$ cat config.mk
export PLATFORM = sky130hd
export DESIGN_NAME = alu_seq_core_flat
export DESIGN_NICKNAME = d
export VERILOG_FILES = /design/src/rtl/alu_pkg.sv /design/src/rtl/alu_seq_core_if.sv /design/src/rtl/alu_comb.sv /design/src/rtl/alu_seq_core.sv /design/src/flat_wrapper.sv
export SDC_FILE = /design/constraint.sdc
export NUM_CORES = 1
export LEC_CHECK = 0
export BUFFER_PORTS_ARGS = -buffer_cell sky130_fd_sc_hd__buf_4
export CAP_MARGIN = 10
export CORE_MARGIN = 8
export CORE_UTILIZATION = 55
export CTS_BUF_LIST = sky130_fd_sc_hd__clkbuf_8
export DETAILED_ROUTE_END_ITERATION = 12
export PLACE_DENSITY = 0.74
export SETUP_SLACK_MARGIN = 0.1
export SLEW_MARGIN = 20
export SYNTH_ARGS = -nofsm -noshare
export SYNTH_HDL_FRONTEND = slang
export SYNTH_SLANG_ARGS = --single-unit
$ cat constraint.sdc
create_clock -name clock -period 2.8 [get_ports clock]
set_clock_uncertainty 0.2 [all_clocks]
set_input_delay 0.14 -clock clock [delete_from_list [all_inputs] [get_ports clock]]
set_output_delay 0.14 -clock clock [all_outputs]
set_load 0.005 [all_outputs]
$ cat src/rtl/alu_pkg.sv
// Shared definitions for the sequential ALU core and anything else that
// reuses the combinational ALU.
//   - opcode constants (6-bit encodings)
//   - button index assignments
//   - flag bit indices inside the {carry, overflow, zero} vector
//   - FSM state encoding of the sequencer
package alu_pkg;

  localparam logic [5:0] OP_ADD = 6'b100000;
  localparam logic [5:0] OP_SUB = 6'b100010;
  localparam logic [5:0] OP_AND = 6'b100100;
  localparam logic [5:0] OP_OR  = 6'b100101;
  localparam logic [5:0] OP_XOR = 6'b100110;
  localparam logic [5:0] OP_NOR = 6'b100111;
  localparam logic [5:0] OP_SRA = 6'b000011;
  localparam logic [5:0] OP_SRL = 6'b000010;

  localparam int BTN_A     = 0;
  localparam int BTN_B     = 1;
  localparam int BTN_OP    = 2;
  localparam int BTN_CHAIN = 3;

  localparam int NB_FLAGS   = 3;
  localparam int FLAG_CARRY = 2;
  localparam int FLAG_OVF   = 1;
  localparam int FLAG_ZERO  = 0;

  typedef enum logic [1:0] {
    ST_WAIT = 2'd0,
    ST_EXEC = 2'd1,
    ST_SHOW = 2'd2
  } state_t;

endpackage

$ cat src/rtl/alu_seq_core_if.sv
// Board-side bundle of the sequential ALU core.
//   i_sw    : switch data (operands, opcode in the low bits)
//   i_btn   : raw asynchronous buttons {chain, load OP, load B, load A}
//   o_led   : registered ALU result
//   o_flags : registered {carry, overflow, zero}
//   o_valid : A, B and OP have all been loaded since reset
// master = stimulus side, slave = the core.
interface alu_seq_core_if #(
  parameter int NB_DATA = 8,
  parameter int NB_BTN  = 4
);
  logic [NB_DATA-1:0] i_sw;
  logic [NB_BTN-1:0]  i_btn;
  logic [NB_DATA-1:0] o_led;
  logic [2:0]         o_flags;
  logic               o_valid;

  modport master (output i_sw, i_btn, input o_led, o_flags, o_valid);
  modport slave  (input i_sw, i_btn, output o_led, o_flags, o_valid);
endinterface

$ cat src/rtl/alu_comb.sv
// Purely combinational ALU.
//   a, b   : operands (unsigned bit vectors, signed view for overflow/SRA)
//   op     : opcode, compared against the encodings in alu_pkg
//   result : a op b
//   flags  : {carry, overflow, zero}; undefined opcodes give 0 with zero set
module alu_comb
  import alu_pkg::*;
#(
  parameter int NB_DATA = 8,
  parameter int NB_OP   = 6
) (
  input  logic [NB_DATA-1:0]  a,
  input  logic [NB_DATA-1:0]  b,
  input  logic [NB_OP-1:0]    op,
  output logic [NB_DATA-1:0]  result,
  output logic [NB_FLAGS-1:0] flags
);

  localparam int M = NB_DATA - 1;
  localparam logic [NB_DATA-1:0] WIDTH_V = NB_DATA'(NB_DATA);

  logic [NB_DATA:0] sum, diff;
  logic             carry, ovf, over_shift;

  always_comb begin
    sum        = {1'b0, a} + {1'b0, b};
    diff       = {1'b0, a} - {1'b0, b};
    // Shift amounts of NB_DATA or more saturate instead of wrapping.
    over_shift = (b >= WIDTH_V);
    result     = '0;
    carry      = 1'b0;
    ovf        = 1'b0;
    case (op)
      NB_OP'(OP_ADD): begin
        result = sum[M:0];
        carry  = sum[NB_DATA];
        ovf    = (a[M] == b[M]) && (result[M] != a[M]);
      end
      NB_OP'(OP_SUB): begin
        result = diff[M:0];
        // No borrow out of the top bit means a >= b unsigned.
        carry  = ~diff[NB_DATA];
        ovf    = (a[M] != b[M]) && (result[M] != a[M]);
      end
      NB_OP'(OP_AND): result = a & b;
      NB_OP'(OP_OR):  result = a | b;
      NB_OP'(OP_XOR): result = a ^ b;
      NB_OP'(OP_NOR): result = ~(a | b);
      NB_OP'(OP_SRA): result = over_shift ? {NB_DATA{a[M]}} : NB_DATA'($signed(a) >>> b);
      NB_OP'(OP_SRL): result = over_shift ? '0 : (a >> b);
      default:        result = '0;
    endcase
    flags             = '0;
    flags[FLAG_CARRY] = carry;
    flags[FLAG_OVF]   = ovf;
    flags[FLAG_ZERO]  = (result == '0);
  end

endmodule

$ cat src/rtl/alu_seq_core.sv
// Button-driven sequential ALU.
//   clock   : system clock, rising edge
//   i_reset : synchronous active-high reset
//   bus     : alu_seq_core_if.slave (switches, buttons, LEDs, flags, valid)
// Each button is synchronised (2 flops) and edge-detected against a history
// flop; the resulting one-cycle pulses load A, B, OP or chain the result
// back into A. A small FSM registers the ALU output one cycle after a load
// once all three registers hold data.
module alu_seq_core
  import alu_pkg::*;
#(
  parameter int NB_DATA = 8,
  parameter int NB_OP   = 6,
  parameter int NB_BTN  = 4
) (
  input logic           clock,
  input logic           i_reset,
  alu_seq_core_if.slave bus
);

  logic [NB_BTN-1:0]   pulse;
  logic [2:0]          settle;
  logic [NB_DATA-1:0]  a, b, led, alu_res;
  logic [NB_OP-1:0]    op;
  logic [NB_FLAGS-1:0] flags, alu_flags;
  logic                ld_a, ld_b, ld_op, valid;
  logic                ld_a_nxt, ld_b_nxt, ld_op_nxt, all_nxt, load_any;
  state_t              state;

  // settle[2] rises once the history flops hold genuinely sampled levels
  // after reset; until then a button held across reset would look like a
  // fresh edge, so edges are masked.
  for (genvar n = 0; n < NB_BTN; n++) begin : g_btn
    logic s1, s2, h;
    always_ff @(posedge clock) begin
      if (i_reset) begin
        s1 <= 1'b0;
        s2 <= 1'b0;
        h  <= 1'b0;
      end else begin
        s1 <= bus.i_btn[n];
        s2 <= s1;
        h  <= s2;
      end
    end
    assign pulse[n] = s2 & ~h & settle[2];
  end

  always_comb begin
    ld_a_nxt  = ld_a | pulse[BTN_A] | pulse[BTN_CHAIN];
    ld_b_nxt  = ld_b | pulse[BTN_B];
    ld_op_nxt = ld_op | pulse[BTN_OP];
    all_nxt   = ld_a_nxt & ld_b_nxt & ld_op_nxt;
    load_any  = |pulse;
  end

  alu_comb #(.NB_DATA(NB_DATA), .NB_OP(NB_OP)) u_alu (
    .a      (a),
    .b      (b),
    .op     (op),
    .result (alu_res),
    .flags  (alu_flags)
  );

  always_ff @(posedge clock) begin
    if (i_reset) begin
      settle <= '0;
      a      <= '0;
      b      <= '0;
      op     <= '0;
      ld_a   <= 1'b0;
      ld_b   <= 1'b0;
      ld_op  <= 1'b0;
      led    <= '0;
      flags  <= '0;
      valid  <= 1'b0;
      state  <= ST_WAIT;
    end else begin
      settle <= {settle[1:0], 1'b1};
      // Direct load beats chain when both land together.
      if (pulse[BTN_A])          a <= bus.i_sw;
      else if (pulse[BTN_CHAIN]) a <= led;
      if (pulse[BTN_B])  b  <= bus.i_sw;
      if (pulse[BTN_OP]) op <= bus.i_sw[NB_OP-1:0];
      ld_a  <= ld_a_nxt;
      ld_b  <= ld_b_nxt;
      ld_op <= ld_op_nxt;
      case (state)
        ST_WAIT: if (load_any && all_nxt) begin
          state <= ST_EXEC;
          valid <= 1'b1;
        end
        // Operands were updated on the edge that entered EXEC.
        ST_EXEC: begin
          led   <= alu_res;
          flags <= alu_flags;
          state <= ST_SHOW;
        end
        ST_SHOW: if (load_any) state <= ST_EXEC;
        default: state <= ST_WAIT;
      endcase
    end
  end

  assign bus.o_led   = led;
  assign bus.o_flags = flags;
  assign bus.o_valid = valid;

endmodule

$ cat src/flat_wrapper.sv
// flat-port wrapper written by rule: the top's interface ports become plain ports
module alu_seq_core_flat import alu_pkg::*;
#(
  parameter int NB_DATA = 8,
  parameter int NB_OP   = 6,
  parameter int NB_BTN  = 4
)
  (clock, i_reset, bus_i_sw, bus_i_btn, bus_o_led, bus_o_flags, bus_o_valid);
  alu_seq_core_if #(.NB_DATA(NB_DATA), .NB_BTN(NB_BTN)) bus_i ();
  input logic clock;
  input logic i_reset;
  input wire logic [$bits(bus_i.i_sw)-1:0] bus_i_sw;
  input wire logic [$bits(bus_i.i_btn)-1:0] bus_i_btn;
  output wire logic [$bits(bus_i.o_led)-1:0] bus_o_led;
  output wire logic [$bits(bus_i.o_flags)-1:0] bus_o_flags;
  output wire logic [$bits(bus_i.o_valid)-1:0] bus_o_valid;
  assign bus_i.i_sw = bus_i_sw;
  assign bus_i.i_btn = bus_i_btn;
  assign bus_o_led = bus_i.o_led;
  assign bus_o_flags = bus_i.o_flags;
  assign bus_o_valid = bus_i.o_valid;
  alu_seq_core #(.NB_DATA(NB_DATA), .NB_OP(NB_OP), .NB_BTN(NB_BTN)) u_core (.clock(clock), .i_reset(i_reset), .bus(bus_i));
endmodule
**After elaboration in Yosys (flattened, before gate mapping)**

Index checks and enable logic that the tools add are counted.

- Register bits after elaboration: 54
- Output and inout port bits: 12
- Input port bits: 14
- Word-level logic and storage cells: 88

- Shifts and indexed selects: 2
- Order comparisons: 1
- Mux-type cells: 11
- $add $sub $neg: 2
- Bitwise operators: 23
- Reduce and logical (&&, ||, !) cells: 9
- Equal/unequal tests: 16

Operators with widths:

| operator | count |
|---|---|
| 8-bit case mux with 8 select lines | 1 |
| 6-bit equality test (second input constant) | 6 |
| 8-bit 2-to-1 mux | 4 |
| 6-bit by 2-bit equality test with 1-bit output (second input constant) | 2 |
| 1-bit AND | 10 |
| 8-bit by 8-bit adder with 9-bit output | 1 |
| 8-bit by 8-bit subtractor with 9-bit output | 1 |
| 8-bit AND | 1 |
| 8-bit by 4-bit greater-or-equal comparator with 1-bit output (second input constant) | 1 |
| 8-bit zero test | 1 |
| 8-bit inverter | 1 |
| 8-bit bitwise OR | 1 |
| 8-bit by 8-bit >> shifter with 8-bit output | 1 |
| 8-bit by 8-bit >>> shifter with 8-bit output | 1 |
| 8-bit XOR | 1 |
| 2-bit case mux with 3 select lines | 1 |
| 1-bit inverter | 5 |
| 2-bit 2-to-1 mux | 2 |
| 2-bit by 1-bit != test with 1-bit output (second input constant) | 2 |
| 1-bit bitwise OR | 4 |
| 1-bit case mux with 2 select lines | 2 |
| 2-bit AND reduction | 2 |
| 4-bit OR reduction | 1 |
| 1-bit logical AND | 3 |
| other kinds (7) | 9 |

**Longest topological paths before layout**

- Depth after elaboration: 10
- Gate-level depth with buffers: 11
- Gate-level depth less buffers: 11

**Cells and area by module**

A second synthesis with hierarchy kept.

- Cells, all modules: 463
- Area total of the unflattened synthesis: 3837.4 sq um

By module, submodules not included:

| module | seq. area each (sq um) | area an instance (sq um) | instances | cells each |
|---|---|---|---|---|
| alu_seq_core | 1081.0 | 1938.1 | 1 | 213 |
| alu_comb | 0.0 | 1899.3 | 1 | 250 |

**Worst setup path before layout**

No wires, ideal clock.

- Path type: flip-flop to flip-flop
- From: reg u_core.b[1]
- To: reg u_core.flags[0] (netlist: u_core.bus.o_flags[0])
- Arrival time: 2614 ps
- Setup time: 132 ps
- Cell stages (with the launch flop): 11
- Slack: -146 ps
- Cell sequence: dfxtp_1 > clkbuf_1 > inv_1 > ha_1 > o21ba_2 > or4_1 > a31oi_1 > mux2i_1 > xnor2_1 > o31ai_1 > o41ai_2

- Cells in the longest elaborated chain, start to end: 4
- Elaborated cells between the ends (all ways): 13

Ends and longest elaborated chain:

| item | RTL line | text |
|---|---|---|
| from (decl) | alu_seq_core.sv:23 | `logic [NB_DATA-1:0] a, b, led, alu_res;` |
| from (signal assigned) | alu_seq_core.sv:83 | `if (pulse[BTN_B]) b <= bus.i_sw;` |
| 8-bit by 4-bit greater-or-equal comparator with 1-bit output (tied with other cells) | alu_comb.sv:29 | `over_shift = (b >= WIDTH_V);` |
| 8-bit 2-to-1 mux (tied with other cells) | alu_comb.sv:50 | `NB_OP'(OP_SRL): result = over_shift ? '0 : (a >> b);` |
| 8-bit case mux with 8 select lines (*) | alu_comb.sv:33 | `case (op)` |
| 8-bit zero test (*) | alu_comb.sv:56 | `flags[FLAG_ZERO] = (result == '0);` |
| to (signal assigned) | alu_seq_core.sv:96 | `flags <= alu_flags;` |
| to (decl) | alu_seq_core.sv:25 | `logic [NB_FLAGS-1:0] flags, alu_flags;` |

Mark *: on every way between the ends. The rest lies on a longest branch, timed or not.
A chain may end at the register's enable or synchronous reset.

**Worst setup path in the final report**

Same ends and word-level chain as after synthesis.

==> PnR_summary.wiki <==
{| class="wikitable"
! Metric !! Value
|-
| Run status || finished clean
|-
| Fmax || 0.380 GHz
|-
| Initial antenna violation count || 0
|-
| Detailed-router iteration count before antenna repair || 6
|-
| WS Path Type || reg2reg
|-
| Final Cycle Share || about 94%
|-
| Layout cell share with drive strength beyond 1 || between 20 and 25%
|-
| Crit path cell chain || inv_2 -> ha_1 -> o21ba_2 -> or4_4 -> nand3b_1 -> xnor2_1 -> a211oi_2 -> nand4_1 -> o41ai_2
|-
| Crit path depth || 9
|-
| Hold Path Depth || 2
|-
| Static power due to leakage || 1.90 nW
|-
| Clock-pin transition on the worst setup and hold timing paths || 0.10 ns
|-
| Data required time at the worst endpoint || 2.82 ns
|-
| Critical-path top delay cell || sky130_fd_sc_hd__or4_4
|-
| First-pass GRT wire length || 17800 um
|-
| Count of clock tree sinks || 54
|-
| Cells taking the most area after synthesis || sky130_fd_sc_hd__dfxtp_1 (30%), sky130_fd_sc_hd__mux2i_1 (11%), sky130_fd_sc_hd__ha_1 (8.6%), sky130_fd_sc_hd__nor2_1 (5.2%), sky130_fd_sc_hd__a211oi_1 (3.3%)
|-
| Post-route antenna net violation count || 0
|-
| Slew Limit Headroom || between 50% and 60%
|-
| Hold Crit Class || in2reg
|-
| Seq cells post-synth || 54
|-
| Depth of the most critical reg-to-reg path || 9
|-
| Proportion of synthesized flip-flops having asynchronous set or reset || 0%
|-
| Count of antenna diodes in the layout || 0
|-
| Max-slew violation count || 0
|-
| Number of buffers created by CTS || 5
|-
| Unrepaired setup endpoints after global routing || yes
|-
| CTS H-Tree Depth || 2
|-
| Final hold violation count || 0
|-
| Cell accounting for the most synthesized area || sky130_fd_sc_hd__dfxtp_1
|-
| Residual overflow from global routing || 0
|-
| Register share of total power || 56.1%
|-
| CP Data Arrival Time || 2.65 ns
|-
| End-of-flow core utilization || 70.9%
|-
| Clock network fraction of design power || 33.8%
|-
| I/O pin count || 26
|-
| Final critical-path setup slack || 0.169 ns
|-
| Critical path buffer and inverter count || 1
|-
| Number of enable-type register cells in the synthesized netlist || 0
|-
| Max-cap violation count || 0
|-
| Number of distinct library cell variants in the gate-level netlist after synthesis || 64
|-
| Mean post-synth cell area || 8.56 um^2
|-
| Final routed wire length divided by cell count || 19.8 um
|-
| Final setup violation count || 0
|-
| Placed cell areas || 4130 um^2
|-
| Clock root buffer || sky130_fd_sc_hd__clkbuf_8
|-
| Post-layout nets || 527
|-
| Cell-internal power || 1.05 mW
|-
| Maximum number of buffers from clock root to sink || 2
|-
| CORE AREA || 6350 um^2
|-
| Top FF cell, synth || sky130_fd_sc_hd__dfxtp_1
|-
| Growth of design area from synthesis to finish || 24.1%
|-
| Kind of start point of the critical path || flip-flop
|-
| Routability Congestion || slightly below 1
|-
| Per-cell via count in the routed design || 6.14
|-
| Total power per unit cell area || about 310 nW/um^2
|-
| Number of core rows || 29
|-
| Non-Filler Cell Area, Final || between 4000 and 5000 um^2
|-
| Filler instances || 529
|-
| Final Critical Period || roughly 2.6 ns
|-
| Clock tree from TritonCTS || yes
|-
| Largest voltage drop on the vdd net || 0.399 mV
|-
| Clock insertion delay at the later pin of the skew report || 0.31 ns
|-
| Sw Share || about a quarter
|-
| Y dimension of the die || slightly below 100 um
|-
| Syn_nets || 465
|-
| Placed wire-length estimate after detailed placement || 8490 um
|-
| P_sw || 0.347 mW
|-
| Yosys warnings || 0
|-
| Placement-stage worst setup slack || 0.0605 ns
|-
| Port Buf Inserts || 25
|-
| Top cells by count, synth || sky130_fd_sc_hd__dfxtp_1 (54), sky130_fd_sc_hd__nor2_1 (50), sky130_fd_sc_hd__mux2i_1 (39), sky130_fd_sc_hd__ha_1 (25), sky130_fd_sc_hd__nand2_1 (24)
|-
| Initial cell density of the core || 57.1%
|-
| Slowest Stage Delay on Critical Path || 0.45 ns
|-
| Iteration-0 DRC Markers || 272
|-
| Area of the die || between 9000 and 10000 um^2
|-
| Synth Cell Area || 3630 um^2
|-
| Overall routing resource usage || between 20% and 30%
|-
| Most frequent cell after synthesis || sky130_fd_sc_hd__dfxtp_1
|-
| Post-route DRC violation count || 0
|-
| Area share of the largest cell type after synthesis || 29.8%
|-
| Final total power || 1.40 mW
|-
| Total Routed Length || 11200 um
|-
| Routed via count || 3463
|-
| Proportion of synthesized chip area in sequential cells || 29.8%
|-
| Maximum number of pins on one net before global-route repair || 52
|-
| Cell type group with the largest total delay on the critical path || compound AO/OA/AOI/OAI gates
|-
| Slew of the pin with the lowest slew margin || 0.663 ns
|-
| Combinational share of power || 10.1%
|-
| Post-synthesis cell count || 424
|-
| CP Max Fanout || 3
|-
| Width of the die || 97.2 um
|-
| Setup total negative slack || 0 ns
|-
| Vias in the first global route || 3349
|-
| Kind of capture point of the worst setup path || flip-flop
|}
-- flip-flops by register name (all words and copies together) (netlist names) --
name                count
u_core.b                8
u_core.a                8
u_core.g_btn.h          4
u_core.ld_b             1
u_core.settle           3
u_core.bus.o_flags      3
u_core.state            2
u_core.g_btn.s2         4
u_core.ld_a             1
u_core.g_btn.s1         4
u_core.bus.o_valid      1
u_core.op               6
u_core.bus.o_led        8
u_core.ld_op            1
-- power by group through the flow --
stage               combinational (mW)  sequential (mW)  clock, mW
floorplan                       0.0735            0.804          0
global placement                 0.114            0.804          0
detailed placement               0.116            0.804          0
CTS                              0.130            0.787      0.481
global route                     0.153            0.787      0.502
finish                           0.141            0.786      0.473
-- worst reg2reg max path, cell delays in order, from the launching register on --
cell and delay (ns):
sky130_fd_sc_hd__dfxtp_2 0.35, sky130_fd_sc_hd__inv_2 0.05, sky130_fd_sc_hd__ha_1 0.31, sky130_fd_sc_hd__o21ba_2 0.24
sky130_fd_sc_hd__or4_4 0.45, sky130_fd_sc_hd__nand3b_1 0.12, sky130_fd_sc_hd__xnor2_1 0.09, sky130_fd_sc_hd__a211oi_2 0.25
sky130_fd_sc_hd__nand4_1 0.14, sky130_fd_sc_hd__o41ai_2 0.34
-- metal layers --
| layer | share of wire, % | wire, um | track usage (%) |
|---|---|---|---|
| met1 | 44 | 4870 | 29.2 |
| met2 | 48 | 5320 | 37.4 |
| met3 | 6.2 | 698 | 5.19 |
| met4 | 2.6 | 292 | 8.28 |
| met5 | 0 | 0 | 0 |
-- cells in the final DEF, fill, tap and decap left out, types with 4 or more instances in the layout --
master | Yosys | layout
sky130_fd_sc_hd__buf_4 | 0 | 68
sky130_fd_sc_hd__nor2_1 | 50 | 50
sky130_fd_sc_hd__dfxtp_1 | 54 | 48
sky130_fd_sc_hd__mux2i_1 | 39 | 39
sky130_fd_sc_hd__nand2_1 | 24 | 24
sky130_fd_sc_hd__ha_1 | 25 | 20
sky130_fd_sc_hd__inv_1 | 22 | 19
sky130_fd_sc_hd__nor2b_1 | 19 | 19
sky130_fd_sc_hd__a21oi_1 | 17 | 17
sky130_fd_sc_hd__a211oi_1 | 16 | 14
sky130_fd_sc_hd__o21ai_0 | 14 | 13
sky130_fd_sc_hd__nor3_1 | 14 | 12
sky130_fd_sc_hd__dlygate4sd3_1 | 0 | 12
sky130_fd_sc_hd__xnor2_1 | 11 | 11
sky130_fd_sc_hd__nand3_1 | 8 | 8
sky130_fd_sc_hd__clkbuf_8 | 0 | 6
sky130_fd_sc_hd__nand3b_1 | 5 | 5
sky130_fd_sc_hd__dfxtp_2 | 0 | 5
sky130_fd_sc_hd__nor4_1 | 5 | 4
-- path summary, 6_finish.rpt --
check | from | endpoint | slack, ns
worst min-delay path | i_reset | u_core.op[3] | 0.08
worst max register to register | u_core.b[1] | u_core.bus.o_flags[0] | 0.17
worst min register to register | u_core.g_btn[0].s1 | u_core.g_btn[0].s2 | 0.25
worst max-delay path | u_core.b[1] | u_core.bus.o_flags[0] | 0.17
-- cell families after synthesis --
kind of cell | share of synthesized area (%)
adder cells (fa/ha/maj) | 9.72
AND/OR/NAND/NOR | 20.8
XOR/XNOR | 3.14
AO/OA/AOI/OAI | 18.4
multiplexers | 12.6
flip-flops | 29.8
buffers and inverters | 5.48
-- timing repair --
item,4_1_cts,5_1_grt
buffers inserted,0,6
hold buffers,12,0
endpoints found under the hold margin,26,0
pin swaps,1,17
gates resized for setup,3,25
endpoints found under the setup margin,2,6
-- metrics by stage --
stage	hold slack (ns)	std cells
after floorplan	0.0432	424
after global placement	0.148	538
after detailed placement	0.157	538
after CTS	0.0746	558
after global routing	0.101	564
final	0.0759	564
-- final cells by class --
type	instances	area [um^2]	share of cell area, %
tap	77	96.3	2.14
timing repair buffer	81	651	14.5
sequential	54	1090	24.2
multi-input combinational	322	2480	55.1
clock buffer	6	82.6	1.83
clock inverter	2	16.3	0.361
inverter	22	82.6	1.83
(Power assumes the default switching activity.)
